==> src/rtl/tt_pin_reg_responder_if.sv <==
// Tile pin bundle between the host-side initiator and the register responder.
//   ena     : design enable from the tile wrapper
//   ui_in   : command/data byte from the initiator
//   uo_out  : read-data byte back to the initiator
//   uio_in  : bit0 = req from the initiator
//   uio_out : bit1 = ack, bit2 = err
//   uio_oe  : output enables for the uio pins
interface tt_pin_reg_responder_if;
  logic       ena;
  logic [7:0] ui_in;
  logic [7:0] uo_out;
  logic [7:0] uio_in;
  logic [7:0] uio_out;
  logic [7:0] uio_oe;

  modport master (
    output ena, ui_in, uio_in,
    input  uo_out, uio_out, uio_oe
  );

  modport slave (
    input  ena, ui_in, uio_in,
    output uo_out, uio_out, uio_oe
  );
endinterface

==> src/rtl/tt_pin_reg_responder.sv <==
// Register-access responder on the tile pins. The initiator sends a command
// byte (bit7 = write, bits3:0 = address) and, for writes, a data byte, each
// with a four-phase req/ack handshake. Reads return data on uo_out.
//   clk   : system clock
//   rst_n : synchronous active-low reset
//   pins  : tile pin bundle (slave side)
//
// state     | meaning
// IDLE      | waiting for a command byte
// CMD_ACK   | command acknowledged, waiting for req to fall
// WAIT_DATA | write command taken, waiting for the data byte
// DATA_ACK  | data byte acknowledged, waiting for req to fall
module tt_pin_reg_responder #(
  parameter int         NUM_REGS    = 16,
  parameter int         SYNC_STAGES = 2,
  parameter logic [7:0] ID_VALUE    = 8'hA5
) (
  input logic                   clk,
  input logic                   rst_n,
  tt_pin_reg_responder_if.slave pins
);

  typedef enum logic [1:0] {IDLE, CMD_ACK, WAIT_DATA, DATA_ACK} state_t;

  state_t                 state_q, state_d;
  logic [SYNC_STAGES-1:0] sync_q;
  logic [SYNC_STAGES-1:0] fill_q;
  logic                   prev_q;
  logic                   req_s;
  logic                   rise;
  logic                   ack_q, ack_d;
  logic                   err_q, err_d;
  logic                   pend_q, pend_d;
  logic [3:0]             addr_q, addr_d;
  logic [3:0]             cmd_addr;
  logic [7:0]             uo_q, uo_d;
  logic [7:0]             rdata;
  logic                   wr_en;
  logic [7:0]             regs [1:NUM_REGS-1];
  logic [9:0]             unused_pins;

  function automatic logic in_range(input logic [3:0] a);
    return (a != 4'd0) && (int'(a) < NUM_REGS);
  endfunction

  assign unused_pins = {pins.uio_in[7:1], pins.ui_in[6:4]};

  assign req_s    = sync_q[SYNC_STAGES-1];
  assign rise     = req_s & ~prev_q;
  assign cmd_addr = pins.ui_in[3:0];

  // The synchronizer comes out of reset full of zeros, which is not a real
  // observation of req. prev is held at 1 until the chain holds genuine
  // samples, so a req held high through reset never looks like a new edge.
  always_ff @(posedge clk) begin
    if (!rst_n) begin
      sync_q <= '0;
      fill_q <= '0;
      prev_q <= 1'b1;
    end else begin
      sync_q <= {sync_q[SYNC_STAGES-2:0], pins.uio_in[0]};
      fill_q <= {fill_q[SYNC_STAGES-2:0], 1'b1};
      prev_q <= fill_q[SYNC_STAGES-1] ? req_s : 1'b1;
    end
  end

  always_comb begin
    rdata = 8'h00;
    if (cmd_addr == 4'd0) rdata = ID_VALUE;
    for (int i = 1; i < NUM_REGS; i++) begin
      if (cmd_addr == 4'(i)) rdata = regs[i];
    end
  end

  always_comb begin
    state_d = state_q;
    ack_d   = ack_q;
    err_d   = err_q;
    pend_d  = pend_q;
    addr_d  = addr_q;
    uo_d    = uo_q;
    wr_en   = 1'b0;
    if (!pins.ena) begin
      state_d = IDLE;
      ack_d   = 1'b0;
      pend_d  = 1'b0;
    end else begin
      case (state_q)
        IDLE: begin
          if (rise) begin
            ack_d   = 1'b1;
            err_d   = 1'b0;
            addr_d  = cmd_addr;
            state_d = CMD_ACK;
            if (pins.ui_in[7]) begin
              pend_d = 1'b1;
            end else begin
              pend_d = 1'b0;
              uo_d   = rdata;
              if (cmd_addr != 4'd0 && !in_range(cmd_addr)) err_d = 1'b1;
            end
          end
        end
        CMD_ACK: begin
          if (!req_s) begin
            ack_d   = 1'b0;
            state_d = pend_q ? WAIT_DATA : IDLE;
          end
        end
        WAIT_DATA: begin
          if (rise) begin
            ack_d   = 1'b1;
            pend_d  = 1'b0;
            state_d = DATA_ACK;
            if (in_range(addr_q)) wr_en = 1'b1;
            else                  err_d = 1'b1;
          end
        end
        DATA_ACK: begin
          if (!req_s) begin
            ack_d   = 1'b0;
            state_d = IDLE;
          end
        end
        default: state_d = IDLE;
      endcase
    end
  end

  always_ff @(posedge clk) begin
    if (!rst_n) begin
      state_q <= IDLE;
      ack_q   <= 1'b0;
      err_q   <= 1'b0;
      pend_q  <= 1'b0;
      addr_q  <= 4'd0;
      uo_q    <= 8'h00;
    end else begin
      state_q <= state_d;
      ack_q   <= ack_d;
      err_q   <= err_d;
      pend_q  <= pend_d;
      addr_q  <= addr_d;
      uo_q    <= uo_d;
    end
  end

  always_ff @(posedge clk) begin
    if (!rst_n) begin
      for (int i = 1; i < NUM_REGS; i++) regs[i] <= 8'h00;
    end else if (wr_en) begin
      for (int i = 1; i < NUM_REGS; i++) begin
        if (addr_q == 4'(i)) regs[i] <= pins.ui_in;
      end
    end
  end

  assign pins.uo_out  = uo_q;
  assign pins.uio_out = {5'b0, err_q, ack_q, 1'b0};
  assign pins.uio_oe  = 8'b0000_0110;

endmodule

==> src/flat_wrapper.sv <==
// flat-port wrapper written by rule: the top's interface ports become plain ports
module tt_pin_reg_responder_flat 
#(
  parameter int         NUM_REGS    = 16,
  parameter int         SYNC_STAGES = 2,
  parameter logic [7:0] ID_VALUE    = 8'hA5
)
  (clk, rst_n, pins_ena, pins_ui_in, pins_uio_in, pins_uo_out, pins_uio_out, pins_uio_oe);
  tt_pin_reg_responder_if pins_i ();
  input logic clk;
  input logic rst_n;
  input wire logic [$bits(pins_i.ena)-1:0] pins_ena;
  input wire logic [$bits(pins_i.ui_in)-1:0] pins_ui_in;
  input wire logic [$bits(pins_i.uio_in)-1:0] pins_uio_in;
  output wire logic [$bits(pins_i.uo_out)-1:0] pins_uo_out;
  output wire logic [$bits(pins_i.uio_out)-1:0] pins_uio_out;
  output wire logic [$bits(pins_i.uio_oe)-1:0] pins_uio_oe;
  assign pins_i.ena = pins_ena;
  assign pins_i.ui_in = pins_ui_in;
  assign pins_i.uio_in = pins_uio_in;
  assign pins_uo_out = pins_i.uo_out;
  assign pins_uio_out = pins_i.uio_out;
  assign pins_uio_oe = pins_i.uio_oe;
  tt_pin_reg_responder #(.NUM_REGS(NUM_REGS), .SYNC_STAGES(SYNC_STAGES), .ID_VALUE(ID_VALUE)) u_core (.clk(clk), .rst_n(rst_n), .pins(pins_i));
endmodule
==> config.mk <==
export PLATFORM = sky130hd
export DESIGN_NAME = tt_pin_reg_responder_flat
export DESIGN_NICKNAME = d
export VERILOG_FILES = /design/src/rtl/tt_pin_reg_responder_if.sv /design/src/rtl/tt_pin_reg_responder.sv /design/src/flat_wrapper.sv
export SDC_FILE = /design/constraint.sdc
export NUM_CORES = 1
export LEC_CHECK = 0
export ABC_AREA = 0
export CORE_MARGIN = 2
export CORE_UTILIZATION = 35
export DETAILED_ROUTE_END_ITERATION = 10
export GPL_TIMING_DRIVEN = 0
export PLACE_DENSITY = 0.58
export SYNTH_ARGS = -nofsm -noshare
export SYNTH_HDL_FRONTEND = slang
export SYNTH_SLANG_ARGS = --single-unit
==> constraint.sdc <==
create_clock -name clk -period 2.5 [get_ports clk]
set_input_delay 0.5 -clock clk [delete_from_list [all_inputs] [get_ports clk]]
set_output_delay 0.5 -clock clk [all_outputs]
set_load 0.005 [all_outputs]
### After elaboration in Yosys (flattened, before gate mapping)

Memory sizes are Yosys's and may differ from the RTL's.
Cells that the tools add are included.

| storage, ports and cells | value |
|---|---|
| memories | 1 |
| flip-flop bits (word level) | 22 |
| output and inout port bits | 24 |
| bits in writable memories | 120 |
| word-level logic and storage cells | 196 |
| bits of input ports | 19 |

| cells by class | value |
|---|---|
| bitwise gates (word level) | 18 |
| equal/unequal tests | 40 |
| reductions and logical operators | 14 |
| multiplexer cells | 113 |

Memories:

| memory | depth | width | rd ports | clocked after Yosys merged registers in | write ports | RTL line | source |
|---|---|---|---|---|---|---|---|
| u_core.regs | 15 | 8 | 15 | 0 | 15 | tt_pin_reg_responder.sv:39 | `logic [7:0] regs [1:NUM_REGS-1];` |

Operator list:

| kind | number |
|---|---|
| $mux W8 | 31 |
| $mux W1 | 73 |
| $eq A4 B4 Y1 const B | 16 |
| $eq A4 B3 Y1 const B | 8 |
| $eq A4 B2 Y1 const B | 4 |
| $or A1 B1 Y1 | 15 |
| $mux W2 | 5 |
| $eq A4 B1 Y1 const B | 2 |
| $ne A2 B2 Y1 const B | 4 |
| $pmux W2 S4 | 1 |
| $reduce_and A4 Y1 | 2 |
| $ne A2 B1 Y1 const B | 3 |
| $pmux W1 S2 | 3 |
| $reduce_and A2 Y1 | 3 |
| $reduce_and A3 Y1 | 2 |
| $reduce_and A5 Y1 | 1 |
| $eq A2 B2 Y1 const B | 2 |
| $logic_not A4 Y1 | 1 |
| $reduce_bool A4 Y1 | 1 |
| $reduce_or A2 Y1 | 2 |
| $eq A2 B1 Y1 const B | 1 |
| $logic_not A2 Y1 | 1 |
| $not A1 Y1 | 2 |
| $reduce_bool A2 Y1 | 1 |
| $and A1 B1 Y1 | 1 |

### Depth between registers and ports, before layout

| logic depth | value |
|---|---|
| word-level depth | 17 |
| gate-level depth with buffers | 9 |
| depth with buffers taken out | 5 |

### Least setup slack after synthesis

Ideal clock, no wire load.

| timing path | value |
|---|---|
| kind | in2reg |
| start | in pins_ena |
| end | reg, netlist name u_core.regs[0][64] |
| arrival | 1889 ps |
| setup time | 384 ps |
| path slack | 227 ps |
| data required time | 2116 ps |
| cell stages on the path | 5 |
| path buffers | 2 |
| cell sequence | and3b_1 > buf_2 > nand3_1 > buf_2 > o21ai_0 |

RTL lines:

| what | RTL line | source |
|---|---|---|
| start: declaration | flat_wrapper.sv:12 | `input wire logic [$bits(pins_i.ena)-1:0] pins_ena;` |

==> implementation parameters <==
Parameter                              Value

Outcome
  Run status    finished, violations left
  Violated checks    setup timing

Floorplanning
  Total die area    20660 µm²
  Number of standard-cell rows in the floorplan    51
  Starting density of the core    35.34%
  Die height    143.7 µm
  IO Pins    between 40 and 50
  Placeable core region    19330 µm²
  Width of the die    143.7 µm

Layout
  Area taken by multi-input logic gates    between 2000 and 3000 µm²
  Area occupied by registers    ~4000 µm²
  Share of cells above drive strength 1    between 10% and 20%
  Number of fillers in the final layout    1822
  Nets    672
  Area growth, synth to finish    20.00%
  Number of antenna cells inserted    0
  Finished layout cell area    8199 µm²

Clock tree
  H-tree Lvls    4
  Worst-skew pair later-pin latency    0.44 ns
  Clock tree from TritonCTS    done
  Total CTS buffers    17
  CTS sink cnt    142
  Clk slew on worst S/H paths    about 0.060 ns
  CTS hold repair buffers    0
  Maximum buffer depth of the clock tree    2
  CTS Root Cell    clkbuf_16

Hold path
  Class of the tightest hold or removal check    reg -> reg
  Beginning of the worst hold path    u_core.fill_q[1]

Setup path
  End of the critical path    u_core.regs[0][84]
  Critical path data required time    2.57 ns
  Slowest library cell on the worst path    o21ai_2
  Setup slack, reg-to-reg    -0.05 ns
  Crit path max fanout    10
  Data arrival time of the critical path    2.62 ns
  Kind of critical path    reg -> reg
  Ordered list of cells on the worst path    or2_2 > o311a_1 > nand4b_2 > o21ai_2
  FF-to-FF End    u_core.regs[0][84]
  Critical path capture point type    flop
  Logic depth of the worst register-to-register path    4
  Critical Path Source    u_core.addr_q[3]
  RR Startpoint    u_core.addr_q[3]
  Worst Setup Start Kind    flop
  CP peak stage delay    ~0.7 ns

Logic synthesis
  Cell taking the most area after synthesis    edfxtp_1
  Most used DFF post-synth    edfxtp_1
  Number of synthesized register bits    142
  Most used standard cell by instance count after synthesis    edfxtp_1
  Cell variety after synth    57
  Area share of the largest cell type after synthesis    52.74%
  Post-synthesis average cell area    11.31 µm²
  Register area share after synthesis    59.18%
  Top cells by count, synth    edfxtp_1, and2_1, nor3_1
  Count of mapped cells out of synthesis    604
  Syn Std Cell Area    around 6800 µm²
  Number of synthesized flops with an enable pin    120
  Cell types with the largest area share after synthesis    edfxtp_1, and2_1, dfxtp_1
  Yosys warnings    0
  Async SR Flop Fraction    0%

Timing
  Number of setup violations in the final report    24
  Hold violation total from the final report    0
  Relative slew margins    36.53%
  Setup repair after global routing missed its margin    true
  Worst hold margin    0.4051 ns
  Setup TNS    -0.8465 ns
  Maximum clock skew at final layout    between 0.009 and 0.01 ns
  Final number of max-transition violations    0
  Worst-margin pin slew    0.9520 ns
  Timing-limited maximum frequency    0.3919 GHz
  Final worst-path cycle share    102.1%
  Crit path setup slack, layout    -0.05170 ns
  Final worst path period need    2.552 ns

Pwr
  P per Cell Area    approximately 710 nW/µm²
  Portion of total power attributed to the clock network    between 40% and 50%
  Internal Dissipation    roughly 4.5 mW
  Sequential Power Share    45.5%
  Fraction of power consumed by combinational cells    under 10%
  IR Drop Worst-Case VDD    0.0004956 V
  P_leak    about 3.0 nW
  Net Sw Power    1.363 mW
  Switching share of total power    23.34%

Drt
  Remaining design rule violation count    0
  Wire length on met1    8.645 mm
  Via count    5163
  Total length of routed met2 wires    9.647 mm
  Average wire length per cell after detail routing    21.87 µm
  First-pass iteration count of the detailed router    5
  Final WL    between 20 and 25 mm
  Top layer reached by signal wires    met4
  Detailed-route vias per instance    ~5.5
  Routed wl met3    1.556 mm
  Drt first-iter violations    527
  Post-detailed-route count of antenna-violating nets    0

Placed design
  HPWL after detailed placement    14.29 mm
  Number of port buffers    19
  Cell area reported after detailed placement    7400 µm²
  Placer Congestion    0.9013

Global route
  Via count of the first global-routing pass    4995
  Overall routing resource usage    20.34%
  Maximum number of pins on one net before global-route repair    17
  Antenna violations before repair    0
  Overflow after GRT    0
  First-pass GRT wire length    about 30 mm

Run
  Max-cap violations    0
-- per-layer routing --
layer  vias to the layer above  global-route usage, %
met5                         -                      0
met4                         0                  9.185
met3                        40                  4.332
met2                       273                  31.55
met1                      2547                  27.37
li1                       2303                      -
-- state kept, by name, indices dropped and copies added, names as in the netlist, named ones only --
register,cells
u_core.regs,120
u_core.pins.uo_out,8
u_core.addr_q,4
u_core.fill_q,2
u_core.sync_q,2
u_core.ack_q,1
u_core.err_q,1
u_core.pend_q,1
u_core.prev_q,1
u_core.state_q,1
-- power groups by stage --
stage | Sequential (mW) | Clock (mW) | Combinational (mW)
6_report | 2.66 | 2.78 | 0.409
5_1_grt | 2.66 | 2.88 | 0.434
4_1_cts | 2.66 | 2.78 | 0.394
3_5_place_dp | 2.71 | 0 | 0.384
3_3_place_gp | 2.71 | 0 | 0.380
2_1_floorplan | 2.69 | 0 | 0.239
-- worst min path at each step --
stage	endpoint	slack (ns)	cells past startpoint
final	u_core.prev_q	0.41	1
after floorplan	u_core.prev_q	0.37	1
after detailed placement	u_core.prev_q	0.39	1
after CTS	u_core.prev_q	0.41	1
after global routing	u_core.prev_q	0.42	1
after global placement	u_core.prev_q	0.38	1
-- metrics by stage --
step | power, mW | utilization (%) | cells | setup slack, ns
3_3_place_gp | 3.087 | 38.27 | 900 | -1.080
3_5_place_dp | 3.092 | 38.27 | 900 | -1.231
5_1_grt | 5.974 | 42.41 | 931 | -0.1808
4_1_cts | 5.828 | 42.05 | 930 | -0.1657
2_1_floorplan | 2.932 | - | 616 | 0.2269
6_report | 5.841 | 42.41 | 931 | -0.05170
-- worst max-delay path, delay by kind of cell, from the launching register on --
kind	cells	cell delay (ns)
flip-flops	1	0.40
AND/OR/NAND/NOR	2	0.75
AO/OA/AOI/OAI	2	1.04
-- what timing repair did --
item,CTS,global route
hold endpoints to repair,0,0
gates cloned,0,0
buffers inserted,0,1
resized for setup,34,19
pin swaps,1,2
setup endpoints to repair,165,163
-- placed cells by master (no fill, tap or decap), drive strengths merged, types with 6 or more instances in the layout --
cell           Yosys  final
mux2i             12     12
o221ai             9      9
nor2b              6      6
o21ai             29     29
o22ai              7      7
buf               37     34
a21oi             28     28
and2              82     82
nor2              40     40
dfxtp             22     22
nand2b            15     15
clkbuf            26     46
clkdlybuf4s50      0     18
conb               2     14
nor3              51     51
edfxtp           120    120
inv                9     13
nand2             21     21
nand3             14     14
-- area by class of cell --
| class | instances | area share, % |
|---|---|---|
| Tap cell | 265 | 4.044 |
| Buffer | 61 | 4.105 |
| Clock inverter | 14 | 2.503 |
| Clock buffer | 18 | 5.356 |
| Timing Repair Buffer | 20 | 2.594 |
| Sequential cell | 142 | 49.32 |
| Multi-Input combinational cell | 402 | 31.66 |
| Inverter | 9 | 0.4120 |
-- logic make-up (layout without fill, tap and decap cells) --
kind of cell / count (synthesis) / after routing / share of synthesized area, %
other cells: 2 / 14 / 0.1099
flops: 142 / 142 / 59.18
mux: 22 / 22 / 4.230
buf+inv: 72 / 122 / 5.237
simple gates: 252 / 252 / 20.40
compound gates: 114 / 114 / 10.84
Note: power is estimated with default switching activity, not from simulation.
